**src/rtl/seg_pkg.sv**
```systemverilog
// seg_pkg: segment codes and state encoding shared by the digit entry block
package seg_pkg;
    localparam logic [6:0] SEG_0 = 7'h40;
    localparam logic [6:0] SEG_1 = 7'h79;
    localparam logic [6:0] SEG_2 = 7'h24;
    localparam logic [6:0] SEG_3 = 7'h30;
    localparam logic [6:0] SEG_4 = 7'h19;
    localparam logic [6:0] SEG_5 = 7'h12;
    localparam logic [6:0] SEG_6 = 7'h02;
    localparam logic [6:0] SEG_7 = 7'h78;
    localparam logic [6:0] SEG_8 = 7'h00;
    localparam logic [6:0] SEG_9 = 7'h10;
    localparam logic [6:0] SEG_BLANK = 7'h7F;
    typedef enum logic [1:0] {ENTRY, HOLD, ERR} state_t;
endpackage

```
**src/rtl/seg_digit_entry_if.sv**
```systemverilog
// seg_digit_entry_if: digit stream in, committed number out; echo_seg exists only with SEG_DIGIT_ENTRY_ECHO_EN
interface seg_digit_entry_if #(
    parameter int WIDTH = 32
`ifdef SEG_DIGIT_ENTRY_ECHO_EN
    , parameter int MAX_DIGITS = 4
`endif
);
    logic [6:0] seg_in;
    logic in_valid;
    logic in_ready;
    logic commit;
    logic clear;
    logic [WIDTH-1:0] value;
    logic out_valid;
    logic out_ready;
    logic [2:0] digit_count;
    logic err;
    logic ovf;
`ifdef SEG_DIGIT_ENTRY_ECHO_EN
    logic [7*MAX_DIGITS-1:0] echo_seg;
    modport master (output seg_in, in_valid, commit, clear, out_ready,
                    input in_ready, value, out_valid, digit_count, err, ovf, echo_seg);
    modport slave (input seg_in, in_valid, commit, clear, out_ready,
                   output in_ready, value, out_valid, digit_count, err, ovf, echo_seg);
`else
    modport master (output seg_in, in_valid, commit, clear, out_ready,
                    input in_ready, value, out_valid, digit_count, err, ovf);
    modport slave (input seg_in, in_valid, commit, clear, out_ready,
                   output in_ready, value, out_valid, digit_count, err, ovf);
`endif
endinterface

```
**src/rtl/seg_to_digit.sv**
```systemverilog
// seg_to_digit: decodes an active-low seven-segment code back to its decimal digit
module seg_to_digit
    import seg_pkg::*;
(
    input  logic [6:0] seg,
    output logic       valid,
    output logic [3:0] digit
);
    always_comb begin
        valid = 1'b1;
        digit = 4'd0;
        case (seg)
            SEG_0: digit = 4'd0;
            SEG_1: digit = 4'd1;
            SEG_2: digit = 4'd2;
            SEG_3: digit = 4'd3;
            SEG_4: digit = 4'd4;
            SEG_5: digit = 4'd5;
            SEG_6: digit = 4'd6;
            SEG_7: digit = 4'd7;
            SEG_8: digit = 4'd8;
            SEG_9: digit = 4'd9;
            default: valid = 1'b0;
        endcase
    end
endmodule

```
**src/rtl/seg_digit_entry.sv**
```systemverilog
// seg_digit_entry: accumulates decoded seven-segment digits (MSD first) into a binary number
// and offers it over valid/ready. Define SEG_DIGIT_ENTRY_ECHO_EN to add the echo_seg shift register.
module seg_digit_entry
    import seg_pkg::*;
#(
    parameter int WIDTH = 32,
    parameter int MAX_DIGITS = 4
) (
    input logic clk,
    input logic reset,
    seg_digit_entry_if.slave bus
);
    if (MAX_DIGITS < 1 || MAX_DIGITS > 9) begin : g_bad_max
        $error("MAX_DIGITS must be in 1..9");
    end
`ifdef SEG_DIGIT_ENTRY_ECHO_EN
    localparam int ECHO_W = 7 * MAX_DIGITS;
`endif
    state_t state;
    logic [WIDTH-1:0] acc;
    logic [3:0] cnt;
    logic dv;
    logic [3:0] d;
    logic accept;
    logic room;
    logic [WIDTH-1:0] next_acc;
    seg_to_digit u_dec (.seg(bus.seg_in), .valid(dv), .digit(d));
    assign bus.in_ready = state == ENTRY;
    assign bus.digit_count = cnt[2:0];
    assign accept = bus.in_valid && bus.in_ready;
    assign room = cnt < 4'(MAX_DIGITS);
    // a commit in the same cycle as a digit must see that digit, so commit loads next_acc
    assign next_acc = accept && dv && room ? (acc << 3) + (acc << 1) + WIDTH'(d) : acc;
    always_ff @(posedge clk or posedge reset) begin
        if (reset) begin
            state <= ENTRY;
            acc <= '0;
            cnt <= '0;
            bus.value <= '0;
            bus.out_valid <= 1'b0;
            bus.err <= 1'b0;
            bus.ovf <= 1'b0;
`ifdef SEG_DIGIT_ENTRY_ECHO_EN
            bus.echo_seg <= {MAX_DIGITS{SEG_BLANK}};
`endif
        end else if (bus.clear) begin
            state <= ENTRY;
            acc <= '0;
            cnt <= '0;
            bus.out_valid <= 1'b0;
            bus.err <= 1'b0;
            bus.ovf <= 1'b0;
`ifdef SEG_DIGIT_ENTRY_ECHO_EN
            bus.echo_seg <= {MAX_DIGITS{SEG_BLANK}};
`endif
        end else begin
            bus.ovf <= 1'b0;
            case (state)
                ENTRY: begin
                    if (accept && !dv) begin
                        state <= ERR;
                        bus.err <= 1'b1;
                    end else begin
                        acc <= next_acc;
                        if (accept && room) begin
                            cnt <= cnt + 4'd1;
`ifdef SEG_DIGIT_ENTRY_ECHO_EN
                            bus.echo_seg <= ECHO_W'({bus.echo_seg, bus.seg_in});
`endif
                        end
                        bus.ovf <= accept && !room;
                        if (bus.commit) begin
                            bus.value <= next_acc;
                            bus.out_valid <= 1'b1;
                            state <= HOLD;
                        end
                    end
                end
                HOLD: begin
                    if (bus.out_ready) begin
                        state <= ENTRY;
                        acc <= '0;
                        cnt <= '0;
                        bus.out_valid <= 1'b0;
`ifdef SEG_DIGIT_ENTRY_ECHO_EN
                        bus.echo_seg <= {MAX_DIGITS{SEG_BLANK}};
`endif
                    end
                end
                default: state <= ERR;
            endcase
        end
    end
endmodule

```
**src/flat_wrapper.sv**
```systemverilog
// flat-port wrapper written by rule: the top's interface ports become plain ports
module seg_digit_entry_flat import seg_pkg::*;
#(
    parameter int WIDTH = 32,
    parameter int MAX_DIGITS = 4
)
  (clk, reset, bus_seg_in, bus_in_valid, bus_commit, bus_clear, bus_out_ready, bus_in_ready, bus_value, bus_out_valid, bus_digit_count, bus_err, bus_ovf);
  seg_digit_entry_if #(.WIDTH(WIDTH)) bus_i ();
  input logic clk;
  input logic reset;
  input wire logic [$bits(bus_i.seg_in)-1:0] bus_seg_in;
  input wire logic [$bits(bus_i.in_valid)-1:0] bus_in_valid;
  input wire logic [$bits(bus_i.commit)-1:0] bus_commit;
  input wire logic [$bits(bus_i.clear)-1:0] bus_clear;
  input wire logic [$bits(bus_i.out_ready)-1:0] bus_out_ready;
  output wire logic [$bits(bus_i.in_ready)-1:0] bus_in_ready;
  output wire logic [$bits(bus_i.value)-1:0] bus_value;
  output wire logic [$bits(bus_i.out_valid)-1:0] bus_out_valid;
  output wire logic [$bits(bus_i.digit_count)-1:0] bus_digit_count;
  output wire logic [$bits(bus_i.err)-1:0] bus_err;
  output wire logic [$bits(bus_i.ovf)-1:0] bus_ovf;
  assign bus_i.seg_in = bus_seg_in;
  assign bus_i.in_valid = bus_in_valid;
  assign bus_i.commit = bus_commit;
  assign bus_i.clear = bus_clear;
  assign bus_i.out_ready = bus_out_ready;
  assign bus_in_ready = bus_i.in_ready;
  assign bus_value = bus_i.value;
  assign bus_out_valid = bus_i.out_valid;
  assign bus_digit_count = bus_i.digit_count;
  assign bus_err = bus_i.err;
  assign bus_ovf = bus_i.ovf;
  seg_digit_entry #(.WIDTH(WIDTH), .MAX_DIGITS(MAX_DIGITS)) u_core (.clk(clk), .reset(reset), .bus(bus_i));
endmodule
```
**config.mk**
```make
export PLATFORM = sky130hd
export DESIGN_NAME = seg_digit_entry_flat
export DESIGN_NICKNAME = d
export VERILOG_FILES = /design/src/rtl/seg_pkg.sv /design/src/rtl/seg_digit_entry_if.sv /design/src/rtl/seg_to_digit.sv /design/src/rtl/seg_digit_entry.sv /design/src/flat_wrapper.sv
export SDC_FILE = /design/constraint.sdc
export NUM_CORES = 1
export LEC_CHECK = 0
export ABC_AREA = 1
export ABC_CLOCK_PERIOD_IN_PS = 4600
export CORE_ASPECT_RATIO = 1.75
export CORE_MARGIN = 2
export CORE_UTILIZATION = 55
export DETAILED_ROUTE_END_ITERATION = 8
export GPL_TIMING_DRIVEN = 0
export PLACE_DENSITY = 0.76
export SLEW_MARGIN = 5
export SYNTH_ARGS = -nofsm -noshare
export SYNTH_HDL_FRONTEND = slang
export SYNTH_HIERARCHICAL = 1
export SYNTH_SLANG_ARGS = --single-unit
```
**constraint.sdc**
```tcl
create_clock -name clk -period 4.6 [get_ports clk]
set_input_delay 0.69 -clock clk [delete_from_list [all_inputs] [get_ports clk]]
set_output_delay 0.69 -clock clk [all_outputs]
set_load 0.05 [all_outputs]
```
==> metrics.csv, run 1 <==
stage,metric,value,unit
synth,largest area contributor in the netlist,dfrtp_1,
final_layout,area of the multi-input gates,0.00354,mm^2
route,DRT iter0 DRCs,242,
synth,Synth Cell Area,0.00599,mm^2
sta,RSZ-0062 raised after global routing,no,
clocking,CTS root buf,clkbuf_16,
global_routing,vias in the first global route,5938,
sta,Period minus WS final,3710,ps
pwr,PwrDens,257,mW/mm^2
sta,period utilization,0.806,
synth,Yosys cell types,40,
clocking,# Post-CTS Setup Buffers,0,
die,Die ar.,0.0118,mm^2
synth,top_reg_cell synth,dfrtp_1,
clocking,Hold Buf Count CTS,0,
clocking,Worst-path clk slew,60,ps
placed_design,Port Buffers,51,
final_layout,Finished Core Util,0.656,
sta,worst rel slew slack,0.641,
synth,Synth area leaders,"dfrtp_1 30%, nand2_1 21%, ha_1 12%, inv_1 7.8%, nand3_1 6.8%",
global_routing,initial antenna violation count,0,
route,Final ANT Viol Nets,0,
pwr,total power,1790,uW
setup_path,CP dominant cell by count,nand2_1,
route,drt wl/cell,15.4,um
min_path,HP Class,flip-flop to flip-flop,
die,Core Area,0.0106,mm^2
setup_path,Startpoint Class,input port,
synth,syn_nets,975,
synth,fraction of registers with async set/reset,1.00,
status,outcome,finished clean,
synth,Post-synth top cells,"340 x nand2_1, 125 x inv_1, 81 x nand3_1",
die,Die Y,142,um
global_routing,global route overflow,0,
placed_design,Placer Congestion,1.02,
clocking,clock sinks,73,
placed_design,Post-DP Area,0.00669,mm^2
die,boundary pin count,52,
synth,sequential fraction of the synthesis area,0.305,
route,vias per cell,5.33,
final_layout,layout cells sized above 1,0.0836,
final_layout,Final nets,1038,
clocking,H-tree depth,3,
die,Die X,82.9,um
setup_path,Worst Path Required,4820,ps
global_routing,first-pass GRT wire length,27.4,mm
sta,Hold Slack,471,ps
setup_path,critical path's slowest cell,clkdlybuf4s50_1,
sta,clk_skew,11.3,ps
setup_path,crit path cell chain,clkdlybuf4s50_1 > nand2_1 > nor2_2 > nand3_1 > o21ai_2 > nor2_2 > inv_1 > ha_1 > ha_1 > inv_1 > fa_1 > inv_1 > nand3_1 > nand3_2 > nand2_1 > nand2_1 > inv_1 > nor2_1 > nor2_1 > nand2_1 > nand3_1 > nand3_1 > nand2_1,
placed_design,DP HPWL,13.8,mm
clocking,TritonCTS buffer count,9,
sta,Slew Limit Fails,0,
die,row count,50,
sta,Final Setup Violations,0,
synth,instance count of the mapped netlist,901,
job,Max-cap violations,0,
setup_path,Crit Path Category,input port to flip-flop,
clocking,CTS resizes,0,
pwr,maximum vdd drop,277,uV
sta,Sum Neg Setup Slack,0,ps
synth,"count leader, synth",nand2_1,
clocking,CTS Buffer Depth,2,
route,drt first pass iters,4,
pwr,leakage power,0.00402,uW
global_routing,largest net degree at the start of global routing,66,
synth,number of synthesized register bits,73,
final_layout,register area,0.00183,mm^2
synth,Synth Area per Inst,6.65,um^2
setup_path,largest fanout on the critical path,5,
route,via count,5854,
route,drt drc,0,
sta,Worst-Margin Slew,533,ps
sta,Peak Freq,270,MHz
route,final wirelength,16.9,mm
final_layout,Final Cell Area,0.00698,mm^2
synth,post-synth top area share,0.305,
synth,"Warnings, synthesis",6,
setup_path,critical path's largest stage delay,480,ps
die,Initial Util,0.563,
final_layout,# diodes,0,
clocking,CTS tree,done,
final_layout,Layout area overhead,16.5,%
sta,Fin. Hold Viols,0,
setup_path,Arrival @ worst endpoint,3930,ps
setup_path,crit end category,flip-flop,
global_routing,GRT Resource Usage Total,0.294,
final_layout,Fillers,986,
clocking,Skew-Pair Late Insertion Delay,330,ps
synth,number of flops mapped to enable cells by yosys,0,
worst max-delay path, delay by kind of cell:
family	cells	cell delay [ps]
adders and majority gates	3	880
buffers and inverters	5	800
AOI/OAI and AO/OA	1	80
and+or+nand+nor	14	1480
worst paths after layout:
| path | depth (start not counted) | endpoint | start | slack [ps] |
|---|---|---|---|---|
| max | 23 | u_core/acc[16] | bus_seg_in[6] | 890 |
| min | 2 | u_core/bus.out_valid | u_core/bus.out_valid | 470 |
| max reg2reg | 15 | u_core/acc[16] | u_core/acc[0] | 1820 |
| min reg2reg | 2 | u_core/bus.out_valid | u_core/bus.out_valid | 470 |
| max in group asynchronous | 3 | u_core/bus.value[10] | reset | 3460 |
| min in group asynchronous | 2 | u_core/bus.ovf | reset | 600 |
power breakdown:
group / leakage [uW] / internal [uW] / switching (uW) / total (uW)
clock: 0.000131 / 374 / 289 / 664
sequential: 0.00101 / 679 / 27.9 / 707
combinational: 0.00288 / 140 / 284 / 423
cells in the final DEF, fill, tap and decap left out, drive strengths merged:
cell type      instances
nand2                345
inv                  137
nand3                 83
dfrtp                 73
nor2                  65
ha                    59
clkdlybuf4s50         51
o21ai                 44
a21oi                 28
buf                   18
or2                   15
clkbuf                12
xor2                   6
o21bai                 5
o22ai                  4
nand4                  4
clkinvlp               3
mux2i                  3
o211ai                 3
nor3                   3
and2                   2
fa                     2
xnor2                  1
nor4                   1
a21o                   1
nor3b                  1
state kept, by name (all words and copies together) (netlist names):
signal,cells
u_core/bus.ovf,1
u_core/bus.out_valid,1
u_core/state,2
u_core/cnt,4
u_core/bus.value,32
u_core/bus.err,1
u_core/acc,32
logic make-up after synthesis:
family / synth area share
flip-flops: 0.305
XOR/XNOR: 0.0102
buffers and inverters: 0.104
AND/OR/NAND/NOR: 0.367
adder cells (fa/ha/maj): 0.130
AO/OA/AOI/OAI: 0.0794
multiplexers: 0.00501
routing by layer:
layer | routed length [um] | track usage | vias to the layer above
met5 | 0 | 0 | -
met4 | 1660 | 0.258 | 0
met3 | 617 | 0.0389 | 80
met2 | 8900 | 0.544 | 170
met1 | 5730 | 0.278 | 2628
li1 | - | - | 2976
final cells by class:
class / instances / area share
Buffer: 20 / 0.0167
Clock buffer: 9 / 0.0323
Clock inverter: 7 / 0.00861
Inverter: 133 / 0.0726
Multi-Input combinational cell: 675 / 0.508
Sequential cell: 73 / 0.262
Tap cell: 130 / 0.0233
Timing Repair Buffer: 52 / 0.0771
metrics by stage:
step                instances  setup WS [ps]
floorplan                 901           1660
global placement         1082            660
detailed placement       1083            633
CTS                      1099            988
global route             1099            672
finish                   1099            890
(Power assumes the default switching activity.)
==> run 2, diff against run 1 <==
--- a/config.mk
+++ b/config.mk
@@ -6,13 +6,13 @@
 export NUM_CORES = 1
 export LEC_CHECK = 0
 export ABC_AREA = 1
-export ABC_CLOCK_PERIOD_IN_PS = 4600
+export ABC_CLOCK_PERIOD_IN_PS = 3000
 export CORE_ASPECT_RATIO = 1.75
 export CORE_MARGIN = 2
-export CORE_UTILIZATION = 55
+export CORE_UTILIZATION = 54
 export DETAILED_ROUTE_END_ITERATION = 8
 export GPL_TIMING_DRIVEN = 0
-export PLACE_DENSITY = 0.76
+export PLACE_DENSITY = 0.78
 export SLEW_MARGIN = 5
 export SYNTH_ARGS = -nofsm -noshare
 export SYNTH_HDL_FRONTEND = slang
==> constraint.sdc (replaced) <==
create_clock -name clk -period 3 [get_ports clk]
set_input_delay 0.45 -clock clk [delete_from_list [all_inputs] [get_ports clk]]
set_output_delay 0.45 -clock clk [all_outputs]
set_load 0.05 [all_outputs]
==> metrics.csv, run 2 (same netlist as run 1, synthesis figures left out) <==
stage,metric,value,unit,change
final_layout,Top Registers,"u_core/acc x32, u_core/bus.value x32, u_core/cnt x4",,
global_routing,largest net degree at the start of global routing,60,,-9.1%
final_layout,most frequent cells in the layout,"328 x nand2_1, 120 x inv_1, 73 x dfrtp_1, 57 x nand3_1, 56 x ha_1",,
sta,period utilization,0.941,,
route,Final ANT Viol Nets,0,,unchanged
route,drt drc,0,,unchanged
die,Core Area,0.0108,mm^2,+1.2%
pwr,maximum vdd drop,368,uV,+33%
global_routing,first-pass GRT wire length,27.8,mm,+1.4%
final_layout,Fillers,975,,-1.1%
sta,Slew Limit Fails,0,,unchanged
clocking,CTS tree,done,,
clocking,CTS Buffer Depth,2,,unchanged
global_routing,global route overflow,0,,unchanged
placed_design,Port Buffers,51,,unchanged
die,row count,50,,unchanged
route,via count,6011,,+2.7%
setup_path,Startpoint Class,input port,,
sta,clk_skew,7.87,ps,-3.39 ps
sta,Worst Slack Setup Final,176,ps,-715 ps
route,DRT iter0 DRCs,365,,+51%
setup_path,crit path cell chain,clkdlybuf4s15_1 > nand2_2 > nor2_2 > nand3_2 > o21ai_2 > or2_1 > ha_2 > ha_2 > inv_1 > fa_2 > inv_2 > nand3_1 > nand3_2 > nand2_1 > nand2_1 > nand2_1 > nand4_1 > nand3_1 > nand3_2 > nand2_1,,
setup_path,Reg2Reg Depth,13,,-2
setup_path,critical path's slowest cell,fa_2,,
pwr,leakage power,0.00409,uW,+1.7%
clocking,clock sinks,73,,unchanged
pwr,PwrDens,382,mW/mm^2,+49%
setup_path,Crit Path Category,input port to flip-flop,,
route,drt wl/cell,15.8,um,+2.5%
route,drt first pass iters,5,,+1
clocking,TritonCTS buffer count,9,,unchanged
route,vias per cell,5.45,,+2.3%
sta,Worst-Margin Slew,546,ps,+12.8 ps
status,outcome,finished clean,,
setup_path,crit end category,flip-flop,,
final_layout,Finished Core Util,0.672,,+0.0157
setup_path,reg-to-reg critical path endpoint,u_core/bus.value[26],,
sta,Fin. Hold Viols,0,,unchanged
setup_path,critical path's largest stage delay,370,ps,-110 ps
sta,worst rel slew slack,0.636,,-0.00479
clocking,CTS root buf,clkbuf_16,,
global_routing,GRT Resource Usage Total,0.294,,+0.000340
placed_design,pre-CTS setup slack,-765,ps,-1400 ps
sta,Peak Freq,354,MHz,
final_layout,Layout area overhead,20.7,%,
die,boundary pin count,52,,unchanged
placed_design,DP HPWL,13.8,mm,-0.20%
final_layout,# diodes,0,,unchanged
global_routing,vias in the first global route,6064,,+2.1%
job,Max-cap violations,0,,unchanged
final_layout,Final nets,1042,,+0.39%
clocking,H-tree depth,3,,unchanged
final_layout,layout cells sized above 1,0.144,,+0.0603
setup_path,Arrival @ worst endpoint,3050,ps,-880 ps
final_layout,"commonest non-fill, non-tap cell in the layout",nand2_1,,
die,Die Y,143,um,+0.89%
die,Die X,83.6,um,+0.87%
setup_path,reg2reg start,u_core/acc[0],,
sta,Period minus WS final,2820,ps,
setup_path,CP dominant cell by count,nand2_1,,
setup_path,Worst Path Required,3230,ps,-1590 ps
die,Die ar.,0.0120,mm^2,+1.8%
setup_path,r2r setup slk,480,ps,-1340 ps
final_layout,fin cells,1103,,+0.36%
placed_design,Placed Cells,1083,,unchanged
clocking,Skew-Pair Late Insertion Delay,330,ps,about the same
global_routing,initial antenna violation count,0,,unchanged
min_path,HP Class,input port to asynchronous set/reset pin,,
sta,Final Setup Violations,0,,unchanged
placed_design,Placer Congestion,1.01,,-1.2%
route,final wirelength,17.4,mm,+2.9%
die,Initial Util,0.557,,-0.00655
setup_path,largest fanout on the critical path,4,,-1
clocking,Hold Buf Count CTS,0,,unchanged
clocking,Worst-path clk slew,60,ps,about the same
run 2: cell count changes in the layout (fill, tap and decap cells not counted), moves of 5 or more:
cell,previous run,this run
nand2_2,5,15
clkbuf_2,0,6
clkdlybuf4s50_1,51,44
nand3_4,0,5
nand3_2,2,21
nand2_1,340,328
nand3_1,81,57
run 2: timing repair:
action,in CTS,in global routing
pin swaps,7,12
endpoints found under the setup margin,51,47
resized for setup,31,52
setup buffers,2,2
cloned,0,0
run 2: final cells by class:
| cell class | instances | area, um^2 | share of cell area |
|---|---|---|---|
| inverters | 133 | 507 | 0.0701 |
| multi-input cells | 675 | 3790 | 0.525 |
| clock buffers | 9 | 225 | 0.0311 |
| flip-flops and latches | 73 | 1830 | 0.253 |
| well taps | 130 | 163 | 0.0225 |
| plain buffers | 20 | 116 | 0.0161 |
| repair buffers | 56 | 538 | 0.0744 |
| clock inverters | 7 | 60.1 | 0.00831 |
run 2: where the power goes:
part,leakage [uW],internal [uW],switching (uW),total (uW)
Sequential,0.00101,1040,42.2,1080
Combinational,0.00295,214,448,662
Clock,0.000131,574,445,1020
run 2: how the worst max path moves through the flow:
| stage | cells after the start | end | start | slack [ps] |
|---|---|---|---|---|
| 4_1_cts | 23 | u_core/bus.value[16] | bus_seg_in[6] | 7 |
| 2_1_floorplan | 16 | u_core/acc[8] | bus_seg_in[1] | 300 |
| 5_1_grt | 22 | u_core/acc[16] | bus_seg_in[4] | -8 |
| 6_report | 20 | u_core/bus.value[26] | bus_seg_in[4] | 180 |
| 3_3_place_gp | 19 | u_core/bus.value[16] | bus_seg_in[1] | -720 |
| 3_5_place_dp | 19 | u_core/bus.value[16] | bus_seg_in[1] | -760 |
run 2: per-layer routing:
layer	wire, um	track usage	part of all wire
met1	6030	0.284	0.35
met4	1620	0.254	0.093
met2	9230	0.539	0.53
met5	0	0	0
met3	507	0.0425	0.029
run 2: metrics by stage:
stage	power (uW)	hold WS [ps]	cell area (um^2)	TNS [ps]
after floorplan	1530	442	5990	0
after global routing	2880	423	7230	-10.9
after CTS	2770	394	7080	0
final	2770	393	7230	0
after global placement	1740	462	6660	-67140
after detailed placement	1750	465	6690	-31700
run 2: critical path, delay by kind of cell:
family,cells,cell delay (ps)
AOI/OAI and AO/OA,1,80
buffers and inverters,3,360
and+or+nand+nor,13,1430
adders and majority gates,3,730
==> run 3, diff against run 2 <==
--- a/config.mk
+++ b/config.mk
@@ -13,6 +13,8 @@
 export DETAILED_ROUTE_END_ITERATION = 8
 export GPL_TIMING_DRIVEN = 0
 export PLACE_DENSITY = 0.78
+export SKIP_CTS_REPAIR_TIMING = 1
+export SKIP_LAST_GASP = 1
 export SLEW_MARGIN = 5
 export SYNTH_ARGS = -nofsm -noshare
 export SYNTH_HDL_FRONTEND = slang
==> metrics.csv, run 3 (same netlist as run 1, synthesis figures left out) <==
stage,metric,value,unit,change
die,row count,50,,unchanged
final_layout,Finished Core Util,0.673,,+0.000814
sta,Final Setup Violations,0,,unchanged
setup_path,Arrival @ worst endpoint,3130,ps,+80 ps
clocking,TritonCTS buffer count,9,,unchanged
sta,period utilization,0.968,,+0.0264
placed_design,Placed Cells,1083,,unchanged
die,Initial Util,0.557,,unchanged
die,boundary pin count,52,,unchanged
pwr,maximum vdd drop,368,uV,about the same
setup_path,Startpoint Class,input port,,
global_routing,GRT Resource Usage Total,0.292,,-0.00230
final_layout,Top Registers,"u_core/acc x32, u_core/bus.value x32, u_core/cnt x4",,
pwr,Comb power frac,0.239,,about the same
clocking,H-tree depth,3,,unchanged
global_routing,first-pass GRT wire length,27.6,mm,-0.82%
setup_path,reg2reg start,u_core/acc[0],,
pwr,total power,2770,uW,+0.11%
route,final wirelength,17.4,mm,+0.20%
pwr,P_sw,937,uW,+0.17%
placed_design,Placer Congestion,1.01,,unchanged
sta,Fin. Hold Viols,0,,unchanged
sta,Worst Slack Setup Final,96.5,ps,-79.1 ps
setup_path,crit end category,flip-flop,,
pwr,Pint,1830,uW,about the same
pwr,switching share of power,0.339,,about the same
final_layout,"commonest non-fill, non-tap cell in the layout",nand2_1,,
sta,worst rel slew slack,0.638,,+0.00197
route,via count,6025,,+0.23%
sta,Slew Limit Fails,0,,unchanged
route,drt first pass iters,5,,unchanged
final_layout,Layout area overhead,20.8,%,
pwr,power share of the sequential group,0.392,,about the same
clocking,CTS Buffer Depth,2,,unchanged
job,Max-cap violations,0,,unchanged
placed_design,Port Buffers,51,,unchanged
route,drt drc,0,,unchanged
setup_path,Worst Path Required,3230,ps,about the same
global_routing,initial antenna violation count,0,,unchanged
min_path,HP Class,input port to asynchronous set/reset pin,,
die,Die ar.,0.0120,mm^2,unchanged
route,drt wl/cell,15.8,um,+0.10%
clocking,Skew-Pair Late Insertion Delay,330,ps,about the same
sta,clk_skew,8.20,ps,+0.331 ps
setup_path,largest fanout on the critical path,3,,-1
die,Die X,83.6,um,unchanged
clocking,CTS tree,done,,
route,vias per cell,5.46,,+0.14%
setup_path,r2r setup slk,460,ps,-20 ps
route,Final ANT Viol Nets,0,,unchanged
setup_path,Reg2Reg Depth,14,,+1
placed_design,DP HPWL,13.8,mm,unchanged
pwr,Clk pwr share,0.369,,about the same
final_layout,layout cells sized above 1,0.136,,-0.00836
final_layout,fin cells,1104,,+0.091%
final_layout,# diodes,0,,unchanged
placed_design,pre-CTS setup slack,-765,ps,unchanged
die,Die Y,143,um,unchanged
status,outcome,finished clean,,
sta,Peak Freq,344,MHz,-2.7%
setup_path,reg-to-reg critical path endpoint,u_core/bus.value[26],,
clocking,Worst-path clk slew,70,ps,about the same
final_layout,Final nets,1043,,+0.096%
clocking,CTS root buf,clkbuf_16,,
sta,RSZ-0062 raised after global routing,yes,,
global_routing,largest net degree at the start of global routing,60,,unchanged
pwr,PwrDens,382,mW/mm^2,about the same
global_routing,global route overflow,0,,unchanged
clocking,clock sinks,73,,unchanged
die,Core Area,0.0108,mm^2,unchanged
setup_path,Crit Path Category,input port to flip-flop,,
global_routing,vias in the first global route,6024,,-0.66%
sta,Period minus WS final,2900,ps,+79.1 ps
pwr,leakage power,0.00415,uW,+1.3%
sta,Worst-Margin Slew,537,ps,-8.63 ps
route,DRT iter0 DRCs,331,,-9.3%
final_layout,most frequent cells in the layout,"329 x nand2_1, 120 x inv_1, 73 x dfrtp_1, 60 x nand3_1, 58 x ha_1",,
==> run 3: cell count changes in the layout (fill, tap and decap cells not counted), sizes merged <==
cell           previous run  this run
buf                      22        23
clkbuf                   18        14
clkdlybuf4s15             1         0
dlymetal6s2s              0         5
==> run 3: worst max path at each step <==
stage	start	end	slack, ps	depth (start not counted)
final	bus_seg_in[2]	u_core/bus.value[26]	100	20
after global routing	bus_seg_in[2]	u_core/acc[30]	-30	20
after CTS	bus_seg_in[1]	u_core/bus.value[16]	-420	19
after detailed placement	bus_seg_in[1]	u_core/bus.value[16]	-760	19
after global placement	bus_seg_in[1]	u_core/bus.value[16]	-720	19
after floorplan	bus_seg_in[1]	u_core/acc[8]	300	16
==> run 3: power by group through the flow <==
stage	registers [uW]	logic, uW	clock network [uW]
floorplan	1210	321	0
global placement	1100	637	0
detailed placement	1100	648	0
CTS	1080	654	1030
global route	1090	715	1080
finish	1080	663	1020
==> run 3: area by class of cell <==
class	instances	area, um^2
multi-input cells	675	3750
well taps	130	163
flip-flops and latches	73	1830
repair buffers	57	591
fillers	973	3520
clock inverters	7	60.1
plain buffers	20	116
clock buffers	9	225
inverters	133	507
==> run 3: worst max-delay path, stage by stage <==
cell and delay, ps:
dlymetal6s2s_1 170, nor2_4 160, nand3_2 120, o21ai_2 170, or2_1 150, ha_1 170
ha_2 190, inv_1 60, fa_2 400, inv_2 70, nand3_1 80, nand3_2 120
buf_12 110, nand2_1 70, nand2_1 110, nand2_1 100, nand4_1 130, nand3_2 120
nand3_2 100, nand2_1 50
==> run 3: through the flow <==
step / instance area, um^2 / hold slack (ps) / TNS [ps]
2_1_floorplan: 5990 / 442 / 0
3_3_place_gp: 6660 / 462 / -67140
3_5_place_dp: 6690 / 465 / -31700
4_1_cts: 6980 / 394 / -12760
5_1_grt: 7240 / 423 / -189
6_report: 7240 / 394 / 0
==> run 3: per-layer routing <==
metal,GRT usage,vias to the layer above,share of wire,wire length [um]
li1,-,2975,-,-
met1,0.280,2756,0.34,5920
met2,0.541,206,0.54,9360
met3,0.0414,88,0.032,562
met4,0.242,0,0.091,1580
met5,0,-,0,0
